**config.mk**
```make
export PLATFORM = sky130hd
export DESIGN_NAME = pc_fetch_ctrl_flat
export DESIGN_NICKNAME = d
export VERILOG_FILES = /design/src/rtl/pc_fetch_ctrl_pkg.sv /design/src/rtl/pc_fetch_ctrl_if.sv /design/src/rtl/pc_fetch_ctrl_next_calc.sv /design/src/rtl/pc_fetch_ctrl.sv /design/src/flat_wrapper.sv
export SDC_FILE = /design/constraint.sdc
export NUM_CORES = 1
export LEC_CHECK = 0
export ABC_AREA = 1
export ABC_CLOCK_PERIOD_IN_PS = 2100
export BUFFER_PORTS_ARGS = -buffer_cell sky130_fd_sc_hd__buf_2
export CORE_MARGIN = 1.5
export CORE_UTILIZATION = 31
export DETAILED_ROUTE_END_ITERATION = 6
export PLACE_DENSITY = 0.58
export SLEW_MARGIN = 30
export SYNTH_ARGS = -nofsm -noshare
export SYNTH_HDL_FRONTEND = slang
export SYNTH_HIERARCHICAL = 1
export SYNTH_SLANG_ARGS = --single-unit
```
**constraint.sdc**
```tcl
create_clock -name clk -period 2.1 [get_ports clk]
set_input_delay 0.21 -clock clk [delete_from_list [all_inputs] [get_ports clk]]
set_output_delay 0.21 -clock clk [all_outputs]
set_load 0.03 [all_outputs]
```
**src/rtl/pc_fetch_ctrl_pkg.sv**
```systemverilog
// -----------------------------------------------------------------------------
// pc_fetch_ctrl_pkg
//   Shared types and constants for the PC / instruction-fetch sequencer:
//   FSM state encoding, fault cause codes, default width and reset PC, and a
//   small alignment helper used by the next-PC calculator.
// -----------------------------------------------------------------------------
package pc_fetch_ctrl_pkg;

  localparam int unsigned CPU_WIDTH    = 32;
  localparam logic [31:0] RESET_PC_DEF = 32'h8000_0000;

  typedef enum logic [2:0] {
    ST_BOOT     = 3'd0,
    ST_REQ      = 3'd1,
    ST_WAIT_RSP = 3'd2,
    ST_EXEC     = 3'd3,
    ST_FAULT    = 3'd4
  } state_e;

  typedef enum logic [1:0] {
    CAUSE_NONE     = 2'd0,
    CAUSE_BUS_ERR  = 2'd1,
    CAUSE_MISALIGN = 2'd2,
    CAUSE_TIMEOUT  = 2'd3
  } cause_e;

  // Instruction addresses must be word aligned; only the two LSBs matter.
  function automatic logic is_word_aligned(input logic [1:0] lsbs);
    return (lsbs == 2'b00);
  endfunction

endpackage

```
**src/rtl/pc_fetch_ctrl_if.sv**
```systemverilog
// -----------------------------------------------------------------------------
// pc_fetch_ctrl_if
//   Instruction-memory port: a valid/ready request channel carrying the fetch
//   address and a valid/ready response channel carrying the instruction word
//   plus a bus-error flag.
//   master : fetch controller (drives req_valid, req_addr, rsp_ready)
//   slave  : instruction memory (drives req_ready, rsp_valid, rsp_data, rsp_err)
// -----------------------------------------------------------------------------
interface pc_fetch_ctrl_if #(
  parameter int unsigned XLEN = 32
);
  logic            req_valid;
  logic            req_ready;
  logic [XLEN-1:0] req_addr;
  logic            rsp_valid;
  logic            rsp_ready;
  logic [31:0]     rsp_data;
  logic            rsp_err;

  modport master (
    output req_valid, req_addr, rsp_ready,
    input  req_ready, rsp_valid, rsp_data, rsp_err
  );

  modport slave (
    input  req_valid, req_addr, rsp_ready,
    output req_ready, rsp_valid, rsp_data, rsp_err
  );
endinterface

```
**src/rtl/pc_fetch_ctrl_next_calc.sv**
```systemverilog
// -----------------------------------------------------------------------------
// pc_next_calc
//   Combinational next-PC selection for the retiring instruction, plus the
//   misalignment check on the chosen target.
//   Priority: trap > jal > jalr > sequential. All adds wrap modulo 2^XLEN.
//   Ports:
//     i_pc, i_imm, i_data_rs1, i_trap_vec   : operands
//     i_trap_en, i_jal_en, i_jalr_en        : redirect selects
//     o_next_pc                             : selected target
//     o_misaligned                          : target not word aligned
// -----------------------------------------------------------------------------
module pc_next_calc
  import pc_fetch_ctrl_pkg::*;
#(
  parameter int unsigned XLEN = CPU_WIDTH
) (
  input  logic [XLEN-1:0] i_pc,
  input  logic [XLEN-1:0] i_imm,
  input  logic [XLEN-1:0] i_data_rs1,
  input  logic [XLEN-1:0] i_trap_vec,
  input  logic            i_trap_en,
  input  logic            i_jal_en,
  input  logic            i_jalr_en,
  output logic [XLEN-1:0] o_next_pc,
  output logic            o_misaligned
);

  logic [XLEN-1:0] w_seq_pc;
  logic [XLEN-1:0] w_jal_pc;
  logic [XLEN-1:0] w_jalr_pc;

  assign w_seq_pc  = i_pc + XLEN'(4);
  assign w_jal_pc  = i_pc + i_imm;
  // jalr target has bit 0 forced low; bit 1 is left for the alignment check.
  assign w_jalr_pc = (i_data_rs1 + i_imm) & ~XLEN'(1);

  always_comb begin
    o_next_pc = w_seq_pc;
    if (i_trap_en)      o_next_pc = i_trap_vec;
    else if (i_jal_en)  o_next_pc = w_jal_pc;
    else if (i_jalr_en) o_next_pc = w_jalr_pc;
  end

  assign o_misaligned = !is_word_aligned(o_next_pc[1:0]);

endmodule

```
**src/rtl/pc_fetch_ctrl.sv**
```systemverilog
// -----------------------------------------------------------------------------
// pc_fetch_ctrl
//   PC register and instruction-fetch sequencer for the multi-cycle core.
//   One fetch per instruction over the imem valid/ready port; the fetched word
//   is held on inst while the core executes it. The PC advances only when the
//   instruction retires (exec_done), following trap/jal/jalr redirects.
//   Bus errors, misaligned targets and response timeouts latch a sticky fault
//   that halts fetching until reset.
//   Ports:
//     clk, rstn                  : clock, async active-low reset
//     imem (master)              : instruction memory request/response port
//     inst, inst_valid           : latched instruction, live in EXEC
//     exec_done                  : current instruction retires this cycle
//     jal_jump_en, jalr_jump_en  : jump redirects (sampled with exec_done)
//     imm, data_rs1              : jump operands
//     trap_en, trap_vec          : trap redirect and target
//     pc                         : current PC (also the fetch address)
//     fetch_fault, fault_cause   : sticky fault flag and its cause code
// -----------------------------------------------------------------------------
module pc_fetch_ctrl
  import pc_fetch_ctrl_pkg::*;
#(
  parameter int unsigned      XLEN     = CPU_WIDTH,
  parameter logic [XLEN-1:0]  RESET_PC = XLEN'(RESET_PC_DEF),
  parameter int unsigned      TIMEOUT  = 255
) (
  input  logic                   clk,
  input  logic                   rstn,
  pc_fetch_ctrl_if.master        imem,
  output logic [31:0]            inst,
  output logic                   inst_valid,
  input  logic                   exec_done,
  input  logic                   jal_jump_en,
  input  logic                   jalr_jump_en,
  input  logic [XLEN-1:0]        imm,
  input  logic [XLEN-1:0]        data_rs1,
  input  logic                   trap_en,
  input  logic [XLEN-1:0]        trap_vec,
  output logic [XLEN-1:0]        pc,
  output logic                   fetch_fault,
  output logic [1:0]             fault_cause
);

  // The wait counter only has to reach TIMEOUT-1.
  localparam int unsigned     CNT_W    = (TIMEOUT > 1) ? $clog2(TIMEOUT) : 1;
  localparam logic [CNT_W-1:0] CNT_LAST = CNT_W'((TIMEOUT == 0) ? 0 : TIMEOUT - 1);

  state_e           r_state;
  logic [XLEN-1:0]  r_pc;
  logic [31:0]      r_inst;
  logic             r_req_valid;
  logic             r_rsp_ready;
  logic             r_inst_valid;
  logic             r_fault;
  cause_e           r_cause;
  logic [CNT_W-1:0] r_cnt;

  logic [XLEN-1:0]  w_next_pc;
  logic             w_misaligned;

  pc_next_calc #(
    .XLEN (XLEN)
  ) u_next_calc (
    .i_pc         (r_pc),
    .i_imm        (imm),
    .i_data_rs1   (data_rs1),
    .i_trap_vec   (trap_vec),
    .i_trap_en    (trap_en),
    .i_jal_en     (jal_jump_en),
    .i_jalr_en    (jalr_jump_en),
    .o_next_pc    (w_next_pc),
    .o_misaligned (w_misaligned)
  );

  // All handshake outputs are flops set on the transition into the state that
  // owns them, so the port sees no combinational path from any input.
  // NOTE: state uses non-blocking assignments so every branch reads the
  //       pre-edge values; blocking here would chain updates within one edge.
  always_ff @(posedge clk or negedge rstn) begin
    if (!rstn) begin
      r_state      <= ST_BOOT;
      r_pc         <= RESET_PC;
      r_inst       <= '0;
      r_req_valid  <= 1'b0;
      r_rsp_ready  <= 1'b0;
      r_inst_valid <= 1'b0;
      r_fault      <= 1'b0;
      r_cause      <= CAUSE_NONE;
      r_cnt        <= '0;
    end else begin
      case (r_state)
        ST_BOOT: begin
          r_state     <= ST_REQ;
          r_req_valid <= 1'b1;
        end

        // Address is r_pc, which only moves on retire, so it is stable
        // for as long as the request waits.
        ST_REQ: begin
          if (imem.req_ready) begin
            r_state     <= ST_WAIT_RSP;
            r_req_valid <= 1'b0;
            r_rsp_ready <= 1'b1;
            r_cnt       <= '0;
          end
        end

        // A response arriving on the last allowed cycle takes precedence
        // over the timeout.
        ST_WAIT_RSP: begin
          if (imem.rsp_valid) begin
            r_rsp_ready <= 1'b0;
            r_cnt       <= '0;
            if (imem.rsp_err) begin
              r_state <= ST_FAULT;
              r_fault <= 1'b1;
              r_cause <= CAUSE_BUS_ERR;
            end else begin
              r_state      <= ST_EXEC;
              r_inst       <= imem.rsp_data;
              r_inst_valid <= 1'b1;
            end
          end else if ((TIMEOUT != 0) && (r_cnt == CNT_LAST)) begin
            r_rsp_ready <= 1'b0;
            r_cnt       <= '0;
            r_state     <= ST_FAULT;
            r_fault     <= 1'b1;
            r_cause     <= CAUSE_TIMEOUT;
          end else begin
            r_cnt <= r_cnt + CNT_W'(1);
          end
        end

        // Redirect inputs matter only in the retire cycle; a misaligned
        // target leaves the PC pointing at the instruction that caused it.
        ST_EXEC: begin
          if (exec_done) begin
            r_inst_valid <= 1'b0;
            if (!w_misaligned) begin
              r_pc        <= w_next_pc;
              r_state     <= ST_REQ;
              r_req_valid <= 1'b1;
            end else begin
              r_state <= ST_FAULT;
              r_fault <= 1'b1;
              r_cause <= CAUSE_MISALIGN;
            end
          end
        end

        ST_FAULT: begin
          r_state <= ST_FAULT;
        end

        default: begin
          r_state      <= ST_FAULT;
          r_req_valid  <= 1'b0;
          r_rsp_ready  <= 1'b0;
          r_inst_valid <= 1'b0;
          r_fault      <= 1'b1;
        end
      endcase
    end
  end

  assign imem.req_valid = r_req_valid;
  assign imem.req_addr  = r_pc;
  assign imem.rsp_ready = r_rsp_ready;
  assign inst           = r_inst;
  assign inst_valid     = r_inst_valid;
  assign pc             = r_pc;
  assign fetch_fault    = r_fault;
  assign fault_cause    = r_cause;

endmodule

```
**src/flat_wrapper.sv**
```systemverilog
// flat-port wrapper written by rule: the top's interface ports become plain ports
module pc_fetch_ctrl_flat import pc_fetch_ctrl_pkg::*;
#(
  parameter int unsigned      XLEN     = CPU_WIDTH,
  parameter logic [XLEN-1:0]  RESET_PC = XLEN'(RESET_PC_DEF),
  parameter int unsigned      TIMEOUT  = 255
)
  (clk, rstn, inst, inst_valid, exec_done, jal_jump_en, jalr_jump_en, imm, data_rs1, trap_en, trap_vec, pc, fetch_fault, fault_cause, imem_req_valid, imem_req_addr, imem_rsp_ready, imem_req_ready, imem_rsp_valid, imem_rsp_data, imem_rsp_err);
  pc_fetch_ctrl_if #(.XLEN(XLEN)) imem_i ();
  input  logic clk;
  input  logic rstn;
  output logic [31:0] inst;
  output logic inst_valid;
  input  logic exec_done;
  input  logic jal_jump_en;
  input  logic jalr_jump_en;
  input  logic [XLEN-1:0] imm;
  input  logic [XLEN-1:0] data_rs1;
  input  logic trap_en;
  input  logic [XLEN-1:0] trap_vec;
  output logic [XLEN-1:0] pc;
  output logic fetch_fault;
  output logic [1:0] fault_cause;
  output wire logic [$bits(imem_i.req_valid)-1:0] imem_req_valid;
  output wire logic [$bits(imem_i.req_addr)-1:0] imem_req_addr;
  output wire logic [$bits(imem_i.rsp_ready)-1:0] imem_rsp_ready;
  input wire logic [$bits(imem_i.req_ready)-1:0] imem_req_ready;
  input wire logic [$bits(imem_i.rsp_valid)-1:0] imem_rsp_valid;
  input wire logic [$bits(imem_i.rsp_data)-1:0] imem_rsp_data;
  input wire logic [$bits(imem_i.rsp_err)-1:0] imem_rsp_err;
  assign imem_req_valid = imem_i.req_valid;
  assign imem_req_addr = imem_i.req_addr;
  assign imem_rsp_ready = imem_i.rsp_ready;
  assign imem_i.req_ready = imem_req_ready;
  assign imem_i.rsp_valid = imem_rsp_valid;
  assign imem_i.rsp_data = imem_rsp_data;
  assign imem_i.rsp_err = imem_rsp_err;
  pc_fetch_ctrl #(.XLEN(XLEN), .RESET_PC(RESET_PC), .TIMEOUT(TIMEOUT)) u_core (.clk(clk), .rstn(rstn), .imem(imem_i), .inst(inst), .inst_valid(inst_valid), .exec_done(exec_done), .jal_jump_en(jal_jump_en), .jalr_jump_en(jalr_jump_en), .imm(imm), .data_rs1(data_rs1), .trap_en(trap_en), .trap_vec(trap_vec), .pc(pc), .fetch_fault(fetch_fault), .fault_cause(fault_cause));
endmodule
```
==> results of run 1 <==
-- cell type report --
type / count / area (um^2) / area share [%]
sequential: 81 / 2039 / 14.45
clock buffer: 9 / 225.2 / 1.596
inverter: 208 / 785.8 / 5.567
multi-input combinational: 1290 / 7350 / 52.07
clock inverter: 7 / 106.4 / 0.7535
tap: 402 / 503.0 / 3.564
antenna: 1 / 2.502 / 0.01773
timing repair buffer: 481 / 3103 / 21.98
-- worst reg2reg max path, cell delays in order, from the launching register on --
cell	delay, ns
dfrtp_2	0.44
ha_4	0.17
fa_2	0.41
o211ai_1	0.19
nand2_1	0.10
or2_4	0.28
inv_4	0.08
nand3_4	0.13
buf_12	0.21
nand2_1	0.10
o21ai_2	0.05
-- power groups by stage --
| stage | clock network (W) | registers [W] | logic (W) |
|---|---|---|---|
| finish | 0.00183 | 0.00159 | 0.00169 |
| global route | 0.00192 | 0.00160 | 0.00188 |
| CTS | 0.00186 | 0.00159 | 0.00166 |
| detailed placement | 0 | 0.00163 | 0.00162 |
| global placement | 0 | 0.00162 | 0.00161 |
| floorplan | 0 | 0.00168 | 0.000797 |
-- worst min path at each step --
stage | startpoint | to | cells past startpoint
2_1_floorplan | rstn | u_core/fault_cause[0]$_DFFE_PN0P_ | 0
4_1_cts | imem_rsp_data[29] | u_core/inst[29]$_DFFE_PN0P_ | 3
3_3_place_gp | rstn | u_core/r_cnt[5]$_DFFE_PN0P_ | 1
6_report | imem_rsp_data[15] | u_core/inst[15]$_DFFE_PN0P_ | 3
5_1_grt | imem_rsp_data[12] | u_core/inst[12]$_DFFE_PN0P_ | 3
3_5_place_dp | rstn | u_core/r_cnt[2]$_DFFE_PN0P_ | 1
-- cells by family after synthesis --
group / after synthesis / share of synthesized area, %
buffers and inverters: 273 / 12.59
AO/OA/AOI/OAI: 217 / 13.08
adder cells (fa/ha/maj): 66 / 8.503
AND/OR/NAND/NOR: 970 / 42.03
XOR/XNOR: 37 / 3.277
flip-flops: 81 / 20.51
-- flip-flops by register name, indices dropped and copies added (netlist names) --
name	count
u_core/fault_cause	2
u_core/fetch_fault	1
u_core/imem.req_addr	32
u_core/imem.req_valid	1
u_core/imem.rsp_ready	1
u_core/inst	32
u_core/inst_valid	1
u_core/r_cnt	8
u_core/r_state	3
-- layout by cell type, fill, tap and decap left out, types with 3 or more instances in the layout --
cell and n:
nor3_4 3, nor3_2 7, inv_2 6, clkbuf_16 9, ha_4 23, nand2_2 61
nand2_4 5, dfrtp_2 9, nand2_1 564, nand3_2 13, buf_4 235, xnor2_1 11
nand3_1 89, o211ai_1 5, dfrtp_1 71, nor3_1 14, nor2_4 12, nand3b_1 13
ha_1 41, nand4_1 24, a21oi_2 19, nor2_1 130, o21ai_2 38, inv_6 3
nor2_2 22, buf_2 237, inv_1 199, xor2_1 25, buf_12 6, a21oi_1 72
o21ai_1 15, nand3_4 3, o21ai_0 42, a31oi_1 5, o21bai_1 9
-- repair_timing --
item	in CTS	in global routing
hold endpoints to repair	32	0
setup buffers	5	11
resized for setup	56	108
pin swaps	12	26
hold buffers	1	0
setup endpoints to repair	36	38
-- through the flow --
stage	std cells	utilization, %	hold WS, ns	worst slack, ns	setup TNS (ns)
6_report	2479	44.85	0.05261	-0.1660	-4.699
5_1_grt	2479	44.85	0.05504	-0.2653	-8.257
4_1_cts	2467	43.22	0.03764	-0.1788	-4.896
3_5_place_dp	2445	41.06	0.2193	-0.2736	-6.713
3_3_place_gp	2445	41.06	0.2126	-0.2896	-6.045
2_1_floorplan	1644	-	-0.08559	-0.04668	-1.167
-- layer usage --
layer	up-vias	part of all wire [%]	GRT usage [%]
li1	6084	-	-
met1	5446	45	32.92
met2	354	48	42.40
met3	50	4.9	2.046
met4	0	2.5	6.567
met5	-	0	0
==> flow_summary.ini, run 1 <==
[floorplan]
core_um2 = 31470
die-area_um2 = 32980
ios = 239
die_height_um = 181.6
rows = 65
start_util_pct = 31.42
die_w_um = 181.6

[clocking]
clk_pin_slew_ns = 0.08
numCtsBuffers = 9
htreeDepth = 3
clk_path_buf_depth = 2
cts_tree = done
clk_latency_ns = 0.35
cts.sinks = 81
cts_root_buf = clkbuf_16

[worst_setup_path]
cpLargestDelayFamily = simple AND/OR/NAND/NOR gates
cp-start-kind = register
worstPathArrival_ns = 2.50
cpMostUsedCell = nand2_1
crit_fanout = 26
cp-startpoint = u_core/imem.req_addr[0]$_DFFE_PN0P_
max_stage_delay_ns = 0.44
r2r_slack_ns = -0.17
endpoint_kind = register
endpoint = u_core/imem.req_addr[23]$_DFFE_PN0P_
rr_endpoint = u_core/imem.req_addr[23]$_DFFE_PN0P_
path_cells = ha_4, fa_2, o211ai_1, nand2_1, or2_4, inv_4, nand3_4, buf_12, nand2_1, o21ai_2
critPathBufInv = 2
slowest_stage = dfrtp_2
path_class = reg2reg
cp.required_ns = 2.34
worst-path-stages = 10
r2r-start = u_core/imem.req_addr[0]$_DFFE_PN0P_
r2r_cells = 10

[pwr]
power_frac_seq_pct = 31.1
power.density_nw_per_um2 = 362.8
internal_power_w = 0.003346
p_comb_share_pct = 33.1
vdd_ir_drop_max_v = 0.0004146
switching_share_pct = 34.65
leakage_nw = 7.879
p_sw_w = 0.001774
power_w = 0.005120
clockPowerShare_pct = 35.8

[yosys]
syn_nets = 1847
synth_area_leaders = nand2_1, dfrtp_1, ha_1
synth_cell_types = 48
synth_ff_type = dfrtp_1
netlist_instances = 1644
syn_area_per_cell_um2 = 6.015
synth_largest_area_cell = nand2_1
yosysMostFrequentCell = nand2_1
syn_area_um2 = 9888
synth-edff-count = 0
synthArstFlopShare_pct = 100.0
ys_warn_count = 6
synth_top_area_share_pct = 23.46
synth_commonest_cells = nand2_1, inv_1, nor2_1, nand3_1, a21oi_1
ys_seq_area_share_pct = 20.51
ys_ff_latch = 81

[placed_design]
gp_congestion = 0.9214
placed_area_um2 = 12920
portBuffers = 238
hpwl_um = 34160

[status]
status = finished, violations left
violations = setup timing

[layout]
nets = 2274
fillers = 3362
synthToLayoutAreaGrowth_pct = 42.74
fin_area_um2 = 14110
drive_gt1_share_pct = 35.26

[drt]
num_vias = 11930
drt-pass1-iter-count = 5
drt_iter0_drc = 844
viasPerCell = 4.814
avgRoutedWirePerCell_um = 16.61
antenna_left = 0
route.detailed.drc = 0
wirelength_um = 41180

[timing]
fin_crit_sh_pct = 107.9
slew_violations = 0
slew_headroom_pct = 66.45
post-route-min-period_ns = 2.266
fin_skew_ns = 0.01078
worst_pin_slew_ns = 0.5032
setup_viol = 36
rsz0062_at_grt = true
fin_ws_ns = -0.1660
timing.fmax_mhz = 441.3
hold_violations = 0

[global_route]
grt_max_degree = 36
grt_pass1_wl_um = 62520
antenna_found_initial = 1
grt.total_usage_pct = 24.59
grt_pass1_vias = 11200
grt.overflow.total = 0

[min_path]
min_path_type = in2reg

[run]
drv_cap = 0
Power figures use the tool's default switching activity.
==> run 2, diff against run 1 <==
--- a/config.mk
+++ b/config.mk
@@ -9,9 +9,9 @@
 export ABC_CLOCK_PERIOD_IN_PS = 2100
 export BUFFER_PORTS_ARGS = -buffer_cell sky130_fd_sc_hd__buf_2
 export CORE_MARGIN = 1.5
-export CORE_UTILIZATION = 31
+export CORE_UTILIZATION = 51
 export DETAILED_ROUTE_END_ITERATION = 6
-export PLACE_DENSITY = 0.58
+export PLACE_DENSITY = 0.85
 export SLEW_MARGIN = 30
 export SYNTH_ARGS = -nofsm -noshare
 export SYNTH_HDL_FRONTEND = slang
==> run 2 against run 1 <==
  * The flow still finishes with violations (setup timing)
  * Critical path type unchanged
  * Register-to-register slack worse by 0.04 ns
  * Critical path depth is the same
  * Non-clock buffer count shrank 5
  * Sequential share of layout area rose by 0.24 points
  * Global-route usage rose by 13 points
  * Worst setup slack worse by 0.043 ns
  * Design area down 1.2%
  * Clock power is essentially flat
  * Clock skew grew 0.0012 ns
  * First-iteration DRC count rose by 71%
==> flow_summary.ini, run 2 (same netlist as run 1, synthesis figures left out) <==
[floorplan]
core_um2 = 18830
die-area_um2 = 20230
ios = 239
rows = 50
die_w_um = 142.2
die_height_um = 142.2
start_util_pct = 52.51

[layout]
synthToLayoutAreaGrowth_pct = 41.09
final_common_cell = nand2_1
multi_input_area_um2 = 7407
fillers = 1575
nets = 2269
mostFrequentLayoutCells = nand2_1, buf_2, buf_4
layoutNonFillerInstCount = 2331
antenna_cells = 0
seqCellArea_um2 = 2049
drive_gt1_share_pct = 35.44

[drt]
viasPerCell = 5.454
num_vias = 12710
drt-pass1-iter-count = 5
drt_iter0_drc = 1442
antenna_left = 0
wirelength_um = 40200
avgRoutedWirePerCell_um = 17.25
route.detailed.drc = 0

[timing]
hold_violations = 0
fin_skew_ns = 0.01201
worst_pin_slew_ns = 0.6800
fin_crit_sh_pct = 110.0
rsz0062_at_grt = true
slew_violations = 0
fin_ws_ns = -0.2091
slew_headroom_pct = 54.67
post-route-min-period_ns = 2.309
setup_viol = 38
timing.fmax_mhz = 433.1
final.setup.tns_ns = -5.930

[clocking]
htreeDepth = 3
numCtsBuffers = 9
clk_path_buf_depth = 2
cts_tree = done
cts_root_buf = clkbuf_16
clk_pin_slew_ns = 0.07
clk_latency_ns = 0.35
cts.sinks = 81

[min_path]
holdPathEnd = u_core/inst[26]$_DFFE_PN0P_
hold_path_startpoint = imem_rsp_data[26]
hold_depth = 3
min_path_type = in2reg

[placed_design]
gp_congestion = 1.018
hpwl_um = 31470
portBuffers = 238
dpl.cell_count = 2294

[pwr]
vdd_ir_drop_max_v = 0.0004423
power.density_nw_per_um2 = 365.0
clockPowerShare_pct = 35.3
switching_share_pct = 34.65
p_comb_share_pct = 33.3
internal_power_w = 0.003328
leakage_nw = 7.853
p_sw_w = 0.001764
power_frac_seq_pct = 31.4

[worst_setup_path]
r2r_cells = 10
r2r-start = u_core/imem.req_addr[0]$_DFFE_PN0P_
r2r_slack_ns = -0.21
endpoint_kind = register
rr_endpoint = u_core/imem.req_addr[0]$_DFFE_PN0P_
crit_fanout = 42
cp.required_ns = 2.34
cp-start-kind = register
worstPathArrival_ns = 2.55
path_class = reg2reg

[global_route]
grt.overflow.total = 0
grt_pass1_wl_um = 59290
grt.total_usage_pct = 37.91
grt_pass1_vias = 11570
antenna_found_initial = 0
grt_max_degree = 49

[run]
drv_cap = 0

[status]
status = finished, violations left
violations = setup timing
run 2: stage by stage:
stage               power, W  worst slack, ns  utilization [%]  hold WS [ns]  area (um^2)
finish              0.005092          -0.2091            74.09       0.04864        13950
global route        0.005342          -0.3023            74.09       0.04744        13950
detailed placement  0.003195          -0.2974            67.13        0.2884        12640
CTS                 0.005012          -0.1569            70.53       0.04794        13280
floorplan           0.002472         -0.04668                -      -0.08559         9930
global placement    0.003169          -0.2530            67.13        0.2848        12640
run 2: power groups by stage:
stage	clock (W)	combinational, W	sequential, W
floorplan	0	0.000797	0.00168
global placement	0	0.00154	0.00162
detailed placement	0	0.00157	0.00163
CTS	0.00181	0.00160	0.00160
global route	0.00189	0.00185	0.00160
finish	0.00180	0.00170	0.00160
run 2: worst max-delay path by stage:
stage | start | endpoint | slack, ns | cells past startpoint
floorplan | u_core/imem.req_addr[0]$_DFFE_PN0P_ | u_core/imem.req_addr[21]$_DFFE_PN0P_ | -0.05 | 10
global placement | u_core/imem.req_addr[16]$_DFFE_PN0P_ | u_core/imem.req_addr[31]$_DFFE_PN1P_ | -0.25 | 14
detailed placement | imm[0] | u_core/imem.req_addr[28]$_DFFE_PN0P_ | -0.30 | 20
CTS | u_core/imem.req_addr[2]$_DFFE_PN0P_ | u_core/imem.req_addr[10]$_DFFE_PN0P_ | -0.16 | 13
global route | u_core/imem.req_addr[7]$_DFFE_PN0P_ | u_core/imem.req_addr[18]$_DFFE_PN0P_ | -0.30 | 17
finish | u_core/imem.req_addr[0]$_DFFE_PN0P_ | u_core/imem.req_addr[0]$_DFFE_PN0P_ | -0.21 | 10
run 2: what timing repair did:
item                                    in CTS  in global routing
pin swaps                                    6                 37
hold buffers                                 1                  0
endpoints found under the setup margin      35                 38
endpoints found under the hold margin       44                  0
resized for setup                           50                138
gates cloned                                 0                  0
setup buffers                                4                 16
run 2: layout make-up:
type | instances | area share [%]
clock buffer | 9 | 1.614
clock inverter | 7 | 0.7534
inverter | 208 | 5.632
multi-input combinational | 1290 | 53.09
sequential | 81 | 14.69
tap | 260 | 2.332
timing repair buffer | 476 | 21.88
run 2: worst max-delay path, cell delays in order, from the launching register on:
cell	delay, ns
dfrtp_2	0.44
ha_4	0.18
fa_2	0.40
o211ai_1	0.20
nand2_1	0.10
or2_4	0.28
inv_4	0.08
nand3_4	0.10
buf_12	0.21
nand2_1	0.12
o21ai_2	0.05
run 2: layer usage:
metal	part of all wire (%)	vias up	GRT usage, %
li1	-	6077	-
met1	39	5804	46.97
met2	47	684	64.11
met3	8.5	149	6.696
met4	5.6	0	17.63
met5	0	-	0
==> run 3, diff against run 2 <==
--- a/config.mk
+++ b/config.mk
@@ -9,9 +9,9 @@
 export ABC_CLOCK_PERIOD_IN_PS = 2100
 export BUFFER_PORTS_ARGS = -buffer_cell sky130_fd_sc_hd__buf_2
 export CORE_MARGIN = 1.5
-export CORE_UTILIZATION = 51
+export CORE_UTILIZATION = 23
 export DETAILED_ROUTE_END_ITERATION = 6
-export PLACE_DENSITY = 0.85
+export PLACE_DENSITY = 0.47
 export SLEW_MARGIN = 30
 export SYNTH_ARGS = -nofsm -noshare
 export SYNTH_HDL_FRONTEND = slang
==> run 3 against run 2 <==
  * The run still ends with setup timing left
  * Power up 0.25%
  * Design area up 4.7%
  * Largest cell class unchanged
  * Critical endpoint is now u_core/imem.req_addr[10]$_DFFE_PN0P_
  * Sequential power about the same
==> flow_summary.ini, run 3 (same netlist as run 1, synthesis figures left out) <==
[worst_setup_path]
path_cells = ha_4, fa_2, o211ai_1, nand2_1, or2_4, inv_4, nand3_4, buf_12, nand2_1, o21ai_2
crit_fanout = 38
slowest_stage = dfrtp_2
path_class = reg2reg
cp-start-kind = register
endpoint_kind = register
max_stage_delay_ns = 0.44
worstPathArrival_ns = 2.57
cp.required_ns = 2.35
cpMostUsedCell = nand2_1

[global_route]
grt_pass1_vias = 11710
grt_max_degree = 40
grt.overflow.total = 0
grt_pass1_wl_um = 68930
grt.total_usage_pct = 20.69
antenna_found_initial = 1

[drt]
drt_iter0_drc = 712
avgRoutedWirePerCell_um = 17.56
num_vias = 12040
route.detailed.drc = 0
antenna_left = 0
viasPerCell = 4.547
drt-pass1-iter-count = 5
wirelength_um = 46510

[run]
drv_cap = 0

[layout]
multi_input_area_um2 = 7433
fillers = 4699
final_core_util_pct = 34.59
synthToLayoutAreaGrowth_pct = 47.73
final_common_cell = nand2_1
drive_gt1_share_pct = 36.89
mostFrequentLayoutCells = nand2_1, buf_4, buf_2
fin_area_um2 = 14610
nets = 2307
seqCellArea_um2 = 2043

[placed_design]
placed_area_um2 = 13400
portBuffers = 238
gp_congestion = 0.9148
hpwl_um = 38610

[floorplan]
start_util_pct = 23.42
rows = 75
core_um2 = 42230
die-area_um2 = 44250
ios = 239
die_height_um = 210.3
die_w_um = 210.3

[timing]
hold_violations = 0
final.setup.tns_ns = -6.557
slew_violations = 0
slew_headroom_pct = 64.12
rsz0062_at_grt = true
fin_crit_sh_pct = 110.1
fin_ws_ns = -0.2119
setup_viol = 36
timing.fmax_mhz = 432.6
fin_skew_ns = 0.01632
post-route-min-period_ns = 2.312
worst_pin_slew_ns = 0.5382

[status]
violations = setup timing
status = finished, violations left

[clocking]
numCtsBuffers = 9
cts.sinks = 81
htreeDepth = 3
cts_root_buf = clkbuf_16
clk_path_buf_depth = 2
clk_latency_ns = 0.37
cts_tree = done
clk_pin_slew_ns = 0.08

[min_path]
min_path_type = in2reg

[pwr]
leakage_nw = 8.015
vdd_ir_drop_max_v = 0.0003876
power.density_nw_per_um2 = 349.5
## run 3: cell count changes in the layout (fill, tap and decap cells not counted), sizes merged
cell | previous run | this run
buf | 475 | 513
bufinv | 2 | 1
clkbuf | 9 | 10
inv | 211 | 210
clkinv | 1 | 2
diode | 0 | 1
## run 3: worst paths after layout
kind	startpoint	cells after the start	slack (ns)	end
min in group asynchronous	rstn	2	0.40	u_core/r_cnt[4]$_DFFE_PN0P_
worst max-delay path	u_core/imem.req_addr[0]$_DFFE_PN0P_	10	-0.21	u_core/imem.req_addr[10]$_DFFE_PN0P_
max in group asynchronous	rstn	3	1.06	u_core/imem.req_addr[23]$_DFFE_PN0P_
worst min-delay path	imem_rsp_data[27]	3	0.04	u_core/inst[27]$_DFFE_PN0P_
worst min register to register	u_core/fetch_fault$_DFFE_PN0P_	2	0.46	u_core/fetch_fault$_DFFE_PN0P_
worst max register to register	u_core/imem.req_addr[0]$_DFFE_PN0P_	10	-0.21	u_core/imem.req_addr[10]$_DFFE_PN0P_
## run 3: per-layer routing
metal | routed length [um] | share of wire [%] | vias up | track usage [%]
met5 | 0 | 0 | - | 0
met2 | 22530 | 48 | 340 | 35.76
li1 | - | - | 6122 | -
met1 | 20690 | 44 | 5542 | 27.24
met4 | 1064 | 2.3 | 0 | 5.458
met3 | 2216 | 4.8 | 40 | 2.339
## run 3: repair_timing
item | in CTS | in global routing
endpoints found under the setup margin | 36 | 38
hold buffers | 1 | 0
gates resized for setup | 65 | 128
cloned | 0 | 0
endpoints found under the hold margin | 28 | 0
pin swaps | 10 | 38
buffers inserted | 7 | 3
## run 3: area by class of cell
type | instances | area share [%]
Clock buffer | 10 | 1.567
Tap cell | 539 | 4.617
Inverter | 208 | 5.396
Sequential cell | 81 | 13.99
Clock inverter | 6 | 0.5139
Multi-Input combinational cell | 1290 | 50.89
Timing Repair Buffer | 514 | 23.01
Antenna cell | 1 | 0.01713
## run 3: through the flow
stage	cells	total power, W	hold slack, ns	worst slack [ns]
after floorplan	1644	0.002472	-0.08559	-0.04668
after global placement	2621	0.003334	0.2239	-0.3511
after detailed placement	2621	0.003333	0.2270	-0.3539
after CTS	2645	0.005143	0.01989	-0.2055
after global routing	2649	0.005430	0.03421	-0.3198
final	2649	0.005105	0.03529	-0.2119
## run 3: power breakdown
part / leakage [nW] / switching [W] / internal (W)
registers: 1.08 / 0.0000127 / 0.00158
clock network: 0.146 / 0.000781 / 0.000944
logic: 6.79 / 0.00105 / 0.000734
## run 3: critical path: cells and delay by family (launching register included)
kind / cells / cell delay, ns
compound gates: 2 / 0.26
fa+ha+maj: 2 / 0.58
buf+inv: 2 / 0.29
flops: 1 / 0.44
simple gates: 4 / 0.60
